File: config.mk
export PLATFORM = sky130hd
export DESIGN_NAME = gtxe2_chnl_tx_oob
export DESIGN_NICKNAME = d
export VERILOG_FILES = /design/src/rtl/gtxe2_chnl_tx_oob.sv
export SDC_FILE = /design/constraint.sdc
export NUM_CORES = 1
export LEC_CHECK = 0
export CAP_MARGIN = 40
export CORE_ASPECT_RATIO = 0.9
export CORE_UTILIZATION = 35
export CTS_CLUSTER_SIZE = 16
export DETAILED_ROUTE_END_ITERATION = 7
export SYNTH_ARGS = -nofsm -noshare
export SYNTH_HDL_FRONTEND = slang
export SYNTH_SLANG_ARGS = --single-unit
File: constraint.sdc
create_clock -name clk -period 5.6 [get_ports clk]
set_clock_uncertainty 0.15 [all_clocks]
set_input_delay 1.12 -clock clk [delete_from_list [all_inputs] [get_ports clk]]
set_output_delay 1.12 -clock clk [all_outputs]
set_load 0.01 [all_outputs]
File: src/rtl/gtxe2_chnl_tx_oob.sv
// gtxe2_chnl_tx_oob
// Out-of-band signalling sequencer in front of the GTXE2 TX serializer.
// On a COMINIT/COMWAKE/COMSAS request, accepted only while idle and while
// txelecidle is high, it drives burst_count bursts of burst_len pattern
// words. Each burst is followed by a full idle gap whose length depends on
// the request type. txcomfinish pulses on the last gap word. Outside a
// sequence, indata and txelecidle pass through with one cycle of latency.
//
// Ports:
//   clk         TXUSRCLK; all logic on the rising edge
//   reset       synchronous, active-high
//   txcominit   COMINIT request (highest priority)
//   txcomwake   COMWAKE request
//   txcomsas    COMSAS request (lowest priority)
//   txelecidle  user electrical-idle request; also gates request acceptance
//   indata      user TX word
//   outdata     registered word to the serializer
//   idle_out    registered idle-line flag to the serializer
//   txcomfinish one-cycle pulse on the final gap word of a sequence
//   busy        high while an OOB sequence is being driven
module gtxe2_chnl_tx_oob #(
  parameter int width         = 20,
  parameter     burst_pattern = 20'b10101010101010101010,
  parameter int burst_len     = 16,
  parameter int burst_count   = 6,
  parameter int init_gap      = 48,
  parameter int wake_gap      = 16,
  parameter int sas_gap       = 144
) (
  input  logic             clk,
  input  logic             reset,
  input  logic             txcominit,
  input  logic             txcomwake,
  input  logic             txcomsas,
  input  logic             txelecidle,
  input  logic [width-1:0] indata,
  output logic [width-1:0] outdata,
  output logic             idle_out,
  output logic             txcomfinish,
  output logic             busy
);

  localparam logic [1:0] IDLE  = 2'd0;
  localparam logic [1:0] BURST = 2'd1;
  localparam logic [1:0] GAP   = 2'd2;

  localparam logic [width-1:0] PATTERN  = width'(burst_pattern);
  localparam logic [15:0]      BLEN_M1  = 16'(burst_len - 1);
  localparam logic [7:0]       BCNT_M1  = 8'(burst_count - 1);
  localparam logic [15:0]      INIT_GAP = 16'(init_gap);
  localparam logic [15:0]      WAKE_GAP = 16'(wake_gap);
  localparam logic [15:0]      SAS_GAP  = 16'(sas_gap);

  logic [1:0]       state_q, state_d;
  logic [15:0]      word_q, word_d;
  logic [7:0]       burst_q, burst_d;
  logic [15:0]      gap_q, gap_d;
  logic [width-1:0] outdata_q, outdata_d;
  logic             idle_q, idle_d;
  logic             finish_q, finish_d;
  logic             busy_q, busy_d;

  // word_q is the index of the word currently on outdata within the
  // current burst or gap, so terminal compares look at what is presented now.
  always_comb begin
    state_d = state_q;
    word_d  = word_q;
    burst_d = burst_q;
    gap_d   = gap_q;
    case (state_q)
      IDLE: begin
        if (txelecidle && (txcominit || txcomwake || txcomsas)) begin
          state_d = BURST;
          word_d  = 16'd0;
          burst_d = 8'd0;
          if (txcominit)      gap_d = INIT_GAP;
          else if (txcomwake) gap_d = WAKE_GAP;
          else                gap_d = SAS_GAP;
        end
      end
      BURST: begin
        if (word_q == BLEN_M1) begin
          state_d = GAP;
          word_d  = 16'd0;
        end else begin
          word_d = word_q + 16'd1;
        end
      end
      GAP: begin
        if (word_q == gap_q - 16'd1) begin
          word_d = 16'd0;
          if (burst_q == BCNT_M1) begin
            state_d = IDLE;
            burst_d = 8'd0;
          end else begin
            state_d = BURST;
            burst_d = burst_q + 8'd1;
          end
        end else begin
          word_d = word_q + 16'd1;
        end
      end
      default: begin
        state_d = IDLE;
        word_d  = 16'd0;
        burst_d = 8'd0;
      end
    endcase
  end

  // Outputs are decoded from the next state so that the first burst word
  // appears the cycle after acceptance and passthrough resumes the cycle
  // after the final gap word.
  always_comb begin
    outdata_d = indata;
    idle_d    = txelecidle;
    busy_d    = 1'b0;
    case (state_d)
      BURST: begin
        outdata_d = PATTERN;
        idle_d    = 1'b0;
        busy_d    = 1'b1;
      end
      GAP: begin
        outdata_d = '0;
        idle_d    = 1'b1;
        busy_d    = 1'b1;
      end
      default: ;
    endcase
    // Evaluated on the next word so that a single-word gap also flags finish.
    finish_d = (state_d == GAP) && (word_d == gap_d - 16'd1) &&
               (burst_d == BCNT_M1);
  end

  always_ff @(posedge clk) begin
    if (reset) begin
      state_q   <= IDLE;
      word_q    <= 16'd0;
      burst_q   <= 8'd0;
      gap_q     <= 16'd0;
      outdata_q <= '0;
      idle_q    <= 1'b1;
      finish_q  <= 1'b0;
      busy_q    <= 1'b0;
    end else begin
      state_q   <= state_d;
      word_q    <= word_d;
      burst_q   <= burst_d;
      gap_q     <= gap_d;
      outdata_q <= outdata_d;
      idle_q    <= idle_d;
      finish_q  <= finish_d;
      busy_q    <= busy_d;
    end
  end

  assign outdata     = outdata_q;
  assign idle_out    = idle_q;
  assign txcomfinish = finish_q;
  assign busy        = busy_q;

endmodule

# Yosys cells after proc, flatten, opt, wreduce, memory -nomap -nowiden
# Index checks and enable logic that the tools add are counted.
[totals]
regBits = 65
latch_bits = 0
ram_bits = 0
romBits = 0
inputBits = 26
output_inout_bits = 23
memories = 0
[classes]
addsub = 4
multipliers = 0
div = 0
n_lt_le_gt_ge = 0
eq_ne = 9
shift = 0
mux = 20
n_bitwise = 0
reduce_logical = 7
[op_table]
columns = ["operator", "n"]
rows = [
  ["$mux 16", 5],
  ["$pmux 16 s3", 1],
  ["$mux 8", 5],
  ["$pmux 20 s2", 1],
  ["$eq 16x16->1", 2],
  ["$sub 16x1->16 const B", 2],
  ["$pmux 8 s3", 1],
  ["$add 16x1->16 const B", 1],
  ["$eq 16x4->1 const B", 1],
  ["$eq 8x3->1 const B", 2],
  ["$add 8x1->8 const B", 1],
  ["$mux 2", 3],
  ["$pmux 2 s3", 1],
  ["$eq 2x1->1 const B", 2],
  ["$eq 2x2->1 const B", 2],
  ["$logic_and 1x1->1", 3],
  ["$logic_not 2->1", 1],
  ["$logic_or 1x1->1", 2],
  ["$mux 1", 2],
  ["$pmux 1 s2", 1],
  ["$reduce_or 2->1", 1],
]

# Longest topological paths before layout
# Gate-level depths: netlist (run 1).
[depth]
word_depth = 9
ltp_mapped = 22
mapped_depth_nobuf = 19

# Worst setup path before layout (run 1)
# Ideal clock, no wire load.
[synth_path]
path_type = "in2reg"
start = "input txcomwake"
end = "register finish_q (netlist: txcomfinish)"
setup_time_ns = 0.091
t_arrival_ns = 4.109
required_ns = 5.359
path_slack_ns = 1.250
path_stages = 13
n_path_buf = 1
cell_sequence = "o31ai_1 nor2_1 clkbuf_1 nor3_1 ha_1 o221ai_1 a2111oi_0 nand3_1 nor4_1 and3_1 nand4_1 or4_1 a311oi_1"
[synth_via]
elab_chain_len = 9
elab_cells_between_ends = 19
classes_between = "1 x add/sub; 3 x eq/ne; 10 x mux; 5 x reduce/logical"
[synth_lines]
columns = ["item", "line_no", "rtl"]
rows = [
  ["start: declaration", "33", "input logic txcomwake,"],
  ["$logic_or 1x1->1 (2 in a row)", "72", "if (txelecidle && (txcominit || txcomwake || txcomsas)) begin"],
  ["$logic_and 1x1->1", "72", ""],
  ["$mux 16", "72", ""],
  ["$mux 16", "70", "case (state_q)"],
  ["$sub 16x1->16", "132", "finish_d = (state_d == GAP) && (word_d == gap_d - 16'd1) &&"],
  ["$eq 16x16->1", "132", ""],
  ["$logic_and 1x1->1", "132", ""],
  ["$logic_and 1x1->1 *", "132", ""],
  ["end signal: assignment", "153", "finish_q <= finish_d;"],
  ["end: declaration", "60", "logic finish_q, finish_d;"],
]
# Mark *: on every way between the ends. The rest lies on a longest branch, timed or not.
# A chain may end at the register's enable or synchronous reset.

# Final worst setup path (run 1)
[layout_path]
start = "register gap_q[0]"
end = "register finish_q (netlist: txcomfinish)"
[layout_via]
elab_chain_len = 7
elab_cells_between_ends = 16
classes_between = "2 x add/sub; 4 x eq/ne; 8 x mux; 2 x reduce/logical"
[layout_lines]
columns = ["item", "line_no", "rtl"]
rows = [
  ["start: declaration", "57", "logic [15:0] gap_q, gap_d;"],
  ["start signal: assignment", "150", "gap_q <= gap_d;"],
  ["$sub 16x1->16", "90", "if (word_q == gap_q - 16'd1) begin"],
  ["$eq 16x16->1", "90", ""],
  ["$mux 16 or $mux 2 (tied branches)", "90", ""],
  ["$pmux 16 s3 or $pmux 2 s3 (tied branches)", "70", ""],
  ["$eq 16x16->1 or $eq 2x2->1 (tied branches)", "132", ""],
  ["$logic_and 1x1->1", "132", ""],
  ["$logic_and 1x1->1 *", "132", ""],
]
# Marks and branches as above.

==> metrics.md, run 1 <==
| Metric | Value |
|---|---|
| # DRC | 0 |
| Fin area | 5100 µm² |
| Syn avg cell area | 7.63 µm² |
| Post-Syn Area | 4240 µm² |
| Clock power share | 44.6% |
| Final slew viol count | 0 |
| CTS root buffer | clkbuf_16 |
| DRT iter0 DRCs | 482 |
| Routed WL | 13.3 mm |
| Worst slew margin | 44.7% |
| Fraction of layout cells with a size suffix above 1 | 7.13% |
| CP startpoint kind | flip-flop |
| Top post-synthesis cells by area | dfxtp_1 31%, xnor2_1 5.2%, nor2_1 5.1%, nand2_1 4.5%, a21oi_1 4.0% |
| CTS HTree Levels | 3 |
| Main synth FF type | dfxtp_1 |
| Cell Int Power | 920 µW |
| Yosys warns | 0 |
| Seq/Total Area, Yosys | 30.7% |
| Grt total ovfl | 0 |
| Total GRT Usage | 22.1% |
| Yosys top cell area share | 30.7% |
| Critical Path End Type | flip-flop |
| Setup TNS | 0 ns |
| Die area | 12,600 µm² |
| Gate Count Post-Synth | 556 |
| Yosys reg bits | 65 |
| Switching Share | 28.0% |
| Die X-Extent | 118 µm |
| Gpl congestion | 0.958 |
| DRT Pass-1 Iters | 6 |
| Reg2reg start | gap_q[0] |
| DP Area | 4810 µm² |
| Unrepaired setup endpoints after global routing | no |
| Combinational power share | 17.1% |
| Status | complete, no violations |
| Arr. time, crit path | 5.23 ns |
| WL/cell | 17.9 µm |
| Initial Util | 36.5% |
| Vias per cell | 5.94 |
| Post-layout nets | 617 |
| Seq pwr share | 38.3% |
| Yosys top cell by area | dfxtp_1 |
| Hold path start | gap_q[15] |
| Crit Path Category | flip-flop to flip-flop |
| Worst vdd rail ir drop | 0.146 mV |
| Via count | 4,429 |
| Vias in the first global route | 4,061 |
| Antenna diode count | 0 |
| Final Hold Vio Count | 0 |
| FMAX | 195 MHz |
| Hold_buf cts | 0 |
| CTS tree | yes |
| Row count | 37 |
| Clock latency on the worst-skew pair | 0.35 ns |
| Maxcap violations | 0 |
| Pwr Density | 250 nW/µm² |
| Crit path from | gap_q[0] |
| Routed Antenna Nets | 0 |
| Synth cell types | 71 |
| Crit share post-route | 91.5% |
| First-pass GRT wire length | 21.4 mm |
| Worst-Margin Slew | 0.818 ns |
| Resize count post-CTS | 0 |
| Synth-to-layout area growth | 20.3% |
| CTS max path bufs | 2 |
| Post-synth ARST share | 0% |
| Number of synthesized flops with an enable pin | 0 |
| Number of setup buffers added after CTS | 0 |
| HP Class | flip-flop to flip-flop |
| Core area | 11,600 µm² |
| CTS clk-pin slew, worst paths | 0.06 ns |
| Largest net degree at the start of global routing | 47 |
| CP Max Fanout | 10 |
| CP required | 5.71 ns |
| Leak pwr | 0.00185 µW |
| Syn Nets | 589 |
| HPWL Detailed | 9.82 mm |
| Sw power | 357 µW |
| Tmin final | 5.13 ns |
| Final Setup Violations | 0 |
| CTS buffer count | 9 |
| Initial antenna violation count | 0 |
| CTS sink cnt | 65 |
| IO Port Bufs | 48 |
| Pwr Total | 1280 µW |
| Die H | 106 µm |
| # IOs | 49 |
## path summary, 6_finish.rpt
check                     end  slack (ns)  cells after the start
setup / recovery  txcomfinish        0.47                     19
setup reg to reg  txcomfinish        0.47                     19
hold reg to reg     gap_q[15]        0.37                      1
hold / removal      gap_q[15]        0.37                      1
## per-layer routing
metal  GRT usage, %  wire length, µm  vias up
met5              0                0        -
met4           8.70              307        0
met3           6.92             1270       28
met2           32.2             5720      238
met1           29.9             6000     2105
li1               -                -     2058
## area by class of cell
type,instances,area [µm²]
fillers,1159,6520
multi-input cells,436,2700
flip-flops and latches,65,1300
repair buffers,59,563
clock buffers,10,229
well taps,156,195
clock inverters,6,67.6
inverters,13,48.8
## worst max-delay path: stages, from the launching register on
cell	delay [ns]
dfxtp_1	0.58
inv_1	0.09
ha_1	0.36
xnor2_1	0.19
a221oi_1	0.09
a41oi_1	0.35
or4b_4	0.22
a211oi_4	0.05
nand2_1	0.20
nor2_1	0.10
nor3_1	0.29
ha_1	0.24
o221ai_1	0.13
a2111oi_0	0.56
nand3_1	0.13
nor4_1	0.27
and3_1	0.19
nand4_1	0.08
or4_1	0.49
a311oi_1	0.25
## flip-flops by register name, summed over array words and instances (netlist names)
signal       cells
state_q          2
idle_out         1
word_q          16
txcomfinish      1
burst_q          8
busy             1
outdata         20
gap_q           16
## layout by cell type (no fill, tap or decap), types with 20 or more instances in the layout
cell type / count
dfxtp_1: 65
nor2_1: 58
nand2_1: 51
clkdlybuf4s50_1: 48
a21oi_1: 34
nand3_1: 26
o21ai_0: 26
xnor2_1: 25
and2_1: 24
nor3_1: 20
## power groups by stage
stage | Sequential (µW) | Clock (µW) | Combinational (µW)
after CTS | 490 | 583 | 215
after detailed placement | 500 | 0 | 213
final | 490 | 570 | 218
after global routing | 491 | 603 | 236
after global placement | 499 | 0 | 214
after floorplan | 502 | 0 | 125
## kinds of logic after synthesis
group	Yosys count	share of synthesized area [%]
AND/OR/NAND/NOR	258	32.4
AO/OA/AOI/OAI	131	20.8
flip-flops	65	30.7
buffers and inverters	55	5.75
XOR/XNOR	37	7.64
adder cells (fa/ha/maj)	7	2.06
multiplexers	3	0.708
## Yosys cell counts (4+ instances only)
library cell	count
a211o_1	4
a211oi_1	9
a21oi_1	34
a22oi_1	4
a31oi_1	7
and2_1	24
and3_1	11
buf_1	4
clkbuf_1	29
dfxtp_1	65
ha_1	7
inv_1	13
nand2_1	51
nand2b_1	9
nand3_1	26
nand3b_1	4
nand4_1	9
nor2_1	58
nor2b_1	9
nor3_1	20
nor4_1	10
o21ai_0	26
o22ai_1	4
or2_2	5
or3_1	5
xnor2_1	25
xor2_1	12
## metrics by stage
stage / std cells / util (%) / hold slack, ns / worst slack, ns
floorplan: 556 / - / 0.341 / 1.25
global placement: 729 / 41.4 / 0.360 / 0.624
detailed placement: 729 / 41.4 / 0.364 / 0.406
CTS: 745 / 43.9 / 0.373 / 0.540
global route: 745 / 43.9 / 0.389 / 0.0405
finish: 745 / 43.9 / 0.368 / 0.474
(Power assumes the default switching activity.)
==> run 2, diff against run 1 <==
--- a/config.mk
+++ b/config.mk
@@ -7,6 +7,7 @@
 export LEC_CHECK = 0
 export CAP_MARGIN = 40
 export CORE_ASPECT_RATIO = 0.9
+export CORE_MARGIN = 2
 export CORE_UTILIZATION = 35
 export CTS_CLUSTER_SIZE = 16
 export DETAILED_ROUTE_END_ITERATION = 7
==> metrics.md, run 2 (synthesized netlist as in run 1, its figures left out) <==
| Metric | Value |
|---|---|
| First-pass GRT wire length | 21.7 mm |
| Gpl congestion | 0.950 |
| Most frequent cells in the layout | 65 x dfxtp_1, 58 x nor2_1, 51 x nand2_1, 48 x clkdlybuf4s50_1, 34 x a21oi_1 |
| Total GRT Usage | 21.5% |
| Die X-Extent | 120 µm |
| Final Setup Violations | 0 |
| CTS sink cnt | 65 |
| CP required | 5.71 ns |
| Status | complete, no violations |
| Vias per cell | 5.80 |
| WL/cell | 18.3 µm |
| CP Max Fanout | 12 |
| IO Port Bufs | 48 |
| Routed WL | 13.7 mm |
| Final Util | 42.6% |
| Fraction of layout cells with a size suffix above 1 | 7.30% |
| Row count | 38 |
| Final slew viol count | 0 |
| CTS root buffer | clkbuf_16 |
| Initial Util | 35.6% |
| # IOs | 49 |
| DRT iter0 DRCs | 499 |
| Clock latency on the worst-skew pair | 0.34 ns |
| Worst-Margin Slew | 0.817 ns |
| Crit Path Category | flip-flop to flip-flop |
| DRT Pass-1 Iters | 5 |
| Synth-to-layout area growth | 19.8% |
| Vias in the first global route | 4,041 |
| Critical Path End Type | flip-flop |
| Core area | 11,900 µm² |
| CTS max path bufs | 2 |
| CTS tree | yes |
| Worst vdd rail ir drop | 0.128 mV |
| CTS HTree Levels | 3 |
| # DRC | 0 |
| HP Class | flip-flop to flip-flop |
| Pwr Total | 1230 µW |
| Routed Antenna Nets | 0 |
| Most common cell after layout, fill and taps aside | dfxtp_1 |
| CTS clk-pin slew, worst paths | 0.06 ns |
| Fin worst setup slack | 0.263 ns |
| Post-layout nets | 617 |
| Die area | 13,000 µm² |
| Leak pwr | 0.00184 µW |
| Grt total ovfl | 0 |
| HPWL Detailed | 10.0 mm |
| Setup TNS | 0 ns |
| Final Hold Vio Count | 0 |
| Unrepaired setup endpoints after global routing | no |
| Worst slew margin | 44.8% |
| Via count | 4,343 |
| Arr. time, crit path | 5.44 ns |
| Hold_buf cts | 0 |
| Max reg flops | 20 |
| Tmin final | 5.34 ns |
| Dpl ws | 0.410 ns |
| FMAX | 187 MHz |
| CTS buffer count | 9 |
| Antenna diode count | 0 |
| Initial antenna violation count | 0 |
| Pwr Density | 241 nW/µm² |
| Crit share post-route | 95.3% |
| Resize count post-CTS | 0 |
| Largest net degree at the start of global routing | 47 |
| Die H | 108 µm |
| Maxcap violations | 0 |
| CP startpoint kind | flip-flop |
| Number of setup buffers added after CTS | 0 |
[run 2: cell count changes in the layout (fill, tap and decap cells not counted)]
| cell | previous run | this run |
|---|---|---|
| clkinv_4 | 1 | 2 |
| clkinv_2 | 1 | 3 |
| bufinv_16 | 1 | 0 |
| clkbuf_1 | 1 | 0 |
| inv_6 | 1 | 0 |
[run 2: final timing paths]
kind	startpoint	end	slack, ns	cells past startpoint
hold reg to reg	gap_q[15]	gap_q[15]	0.36	1
setup reg to reg	gap_q[2]	txcomfinish	0.26	17
hold / removal	gap_q[15]	gap_q[15]	0.36	1
setup / recovery	gap_q[2]	txcomfinish	0.26	17
[run 2: final cells by class]
cell class,instances,area [µm²]
Fill cell,1203,6850
Multi-Input combinational cell,436,2700
Sequential cell,65,1300
Timing Repair Buffer,59,563
Clock buffer,9,225
Tap cell,160,200
Inverter,13,48.8
Clock inverter,7,47.5
[run 2: stage by stage]
stage	std cells	cell area (µm²)	hold WS [ns]
CTS	749	5080	0.367
finish	749	5080	0.363
global placement	733	4810	0.357
detailed placement	733	4810	0.358
floorplan	556	4240	0.341
global route	749	5080	0.375
[run 2: worst max-delay path, stage by stage, from the launching register on]
cell	delay, ns
dfxtp_1	0.44
nor4_4	0.44
nand4_1	0.25
nand2b_1	0.23
a31oi_1	0.37
a211oi_4	0.15
a21oi_2	0.56
nor2_1	0.17
inv_1	0.10
ha_1	0.16
o221ai_1	0.12
a2111oi_0	0.65
nand3_1	0.14
nor4_1	0.32
and3_1	0.20
nand4_1	0.07
or4_1	0.49
a311oi_1	0.24
[run 2: layer usage]
metal | vias to the layer above | wire, µm | track usage [%]
met1 | 2052 | 6260 | 30.1
li1 | 2051 | - | -
met4 | 0 | 344 | 9.50
met5 | - | 0 | 0
met3 | 34 | 1200 | 5.85
met2 | 206 | 5870 | 30.6
[run 2: power by group]
part | internal, µW | switching, µW | total, µW
Clock | 298 | 218 | 516
Sequential | 479 | 10.5 | 490
Combinational | 95.4 | 125 | 221
Total | 873 | 354 | 1230
==> run 3, diff against run 2 <==
--- a/config.mk
+++ b/config.mk
@@ -11,6 +11,7 @@
 export CORE_UTILIZATION = 35
 export CTS_CLUSTER_SIZE = 16
 export DETAILED_ROUTE_END_ITERATION = 7
+export RECOVER_POWER = 100
 export SYNTH_ARGS = -nofsm -noshare
 export SYNTH_HDL_FRONTEND = slang
 export SYNTH_SLANG_ARGS = --single-unit
==> metrics.md, run 3 (synthesized netlist as in run 1, its figures left out) <==
| Metric | Value |
|---|---|
| Status | complete, no violations |
| Row count | 38 |
| Hold_buf cts | 0 |
| FMAX | 189 MHz |
| Number of setup buffers added after CTS | 0 |
| Via count | 4,360 |
| HP Class | flip-flop to flip-flop |
| Gpl congestion | 0.950 |
| Final slew viol count | 0 |
| CTS buffer count | 9 |
| Slowest cell on the critical path | a2111oi_0 |
| HPWL Detailed | 10.0 mm |
| Critical Path End Type | flip-flop |
| Unrepaired setup endpoints after global routing | no |
| CP Max Fanout | 12 |
| Worst-Margin Slew | 0.822 ns |
| Largest net degree at the start of global routing | 47 |
| CTS HTree Levels | 3 |
| Max reg flops | 20 |
| CTS tree | yes |
| Setup TNS | 0 ns |
| Vias in the first global route | 4,041 |
| Grt total ovfl | 0 |
| Maxcap violations | 0 |
| Crit-path max cell delay | 0.63 ns |
| Multi-input logic area | 2690 µm² |
| Final Setup Violations | 0 |
| First-pass GRT wire length | 21.7 mm |
| CTS clk-pin slew, worst paths | 0.06 ns |
| DRT Pass-1 Iters | 5 |
| Fillers | 1,208 |
| Resize count post-CTS | 0 |
| Arr. time, crit path | 5.39 ns |
| DRT iter0 DRCs | 521 |
| CTS max path bufs | 2 |
| Worst path most repeated cell | nand4_1 |
| Die area | 13,000 µm² |
| Leak pwr | 0.00187 µW |
| Fraction of layout cells with a size suffix above 1 | 6.11% |
| Worst slew margin | 45.0% |
| FF+latch area | 1300 µm² |
| IO Port Bufs | 48 |
| Core area | 11,900 µm² |
| CTS sink cnt | 65 |
| Final Hold Vio Count | 0 |
| Clock latency on the worst-skew pair | 0.34 ns |
| Initial Util | 35.6% |
| Most common cell after layout, fill and taps aside | dfxtp_1 |
| Vias per cell | 5.82 |
| Crit Path Category | flip-flop to flip-flop |
| Routed Antenna Nets | 0 |
| Most frequent cells in the layout | 65 x dfxtp_1, 59 x nor2_1, 51 x nand2_1, 34 x a21oi_1 |
| Antenna diode count | 0 |
| CP required | 5.70 ns |
| Die H | 108 µm |
| Post-layout nets | 617 |
| Tmin final | 5.29 ns |
| Die X-Extent | 120 µm |
| WL/cell | 18.2 µm |
| Total GRT Usage | 21.5% |
| Crit share post-route | 94.4% |
| # DRC | 0 |
| CP cell instances | nor4_4, nand4_1, nand2b_1, a31oi_1, a211oi_4, a21oi_2, nor2_1, inv_1, ha_1, o221ai_1, a2111oi_0, nand3_1, nor4_1, and3_1, nand4_1, or4_1, a311oi_1 |
| CP startpoint kind | flip-flop |
| Pwr Density | 241 nW/µm² |
| Synth-to-layout area growth | 19.3% |
| Initial antenna violation count | 0 |
| Pwr Total | 1220 µW |
| Routed WL | 13.6 mm |
| CTS root buffer | clkbuf_16 |
| # IOs | 49 |
| Worst vdd rail ir drop | 0.128 mV |
==> run 3: changes by cell type in the layout (fill, tap and decap cells not counted), sizes merged <==
cell / delta
buf: -3
clkbuf: +3
dlygate4sd3: +24
clkdlybuf4s50: -24
==> run 3: per-layer routing <==
metal | vias up | track usage (%) | share of wire, % | wire (µm)
met5 | - | 0 | 0 | 0
met4 | 0 | 9.50 | 2.5 | 334
met3 | 29 | 5.85 | 9.2 | 1250
met2 | 219 | 30.6 | 43 | 5830
met1 | 2056 | 30.1 | 45 | 6180
li1 | 2056 | - | - | -
==> run 3: path summary, 6_finish.rpt <==
check / from / to / slack, ns / depth (start not counted)
worst max-delay path: gap_q[2] / txcomfinish / 0.31 / 17
worst min register to register: gap_q[15] / gap_q[15] / 0.36 / 1
worst max register to register: gap_q[2] / txcomfinish / 0.31 / 17
worst min-delay path: gap_q[15] / gap_q[15] / 0.36 / 1
==> run 3: area by class of cell <==
type,count,share of cell area (%)
flip-flops and latches,65,25.7
inverters,13,0.964
repair buffers,59,10.9
multi-input cells,436,53.1
clock inverters,7,0.940
well taps,160,3.96
clock buffers,9,4.45
==> run 3: report_power, final <==
| part | leakage [µW] | switching, µW | internal (µW) |
|---|---|---|---|
| Combinational | 0.00121 | 125 | 88.2 |
| Sequential | 0.000529 | 9.85 | 479 |
| Clock | 0.000131 | 218 | 298 |
| Total | 0.00187 | 352 | 865 |
==> run 3: critical path: cells and delay by family (launching register included) <==
family	cells	cell delay, ns
buffers and inverters	1	0.10
adders and majority gates	1	0.16
DFF	1	0.44
and+or+nand+nor	9	2.31
AOI/OAI and AO/OA	6	2.05
==> run 3: through the flow <==
stage | cells | setup slack (ns) | util (%) | cell area, µm² | hold WS, ns
after floorplan | 556 | 1.25 | - | 4240 | 0.341
after global placement | 733 | 0.544 | 40.3 | 4810 | 0.357
after detailed placement | 733 | 0.410 | 40.3 | 4810 | 0.358
after CTS | 749 | 0.417 | 42.6 | 5080 | 0.367
after global routing | 749 | 0.0323 | 42.4 | 5060 | 0.378
final | 749 | 0.311 | 42.4 | 5060 | 0.359
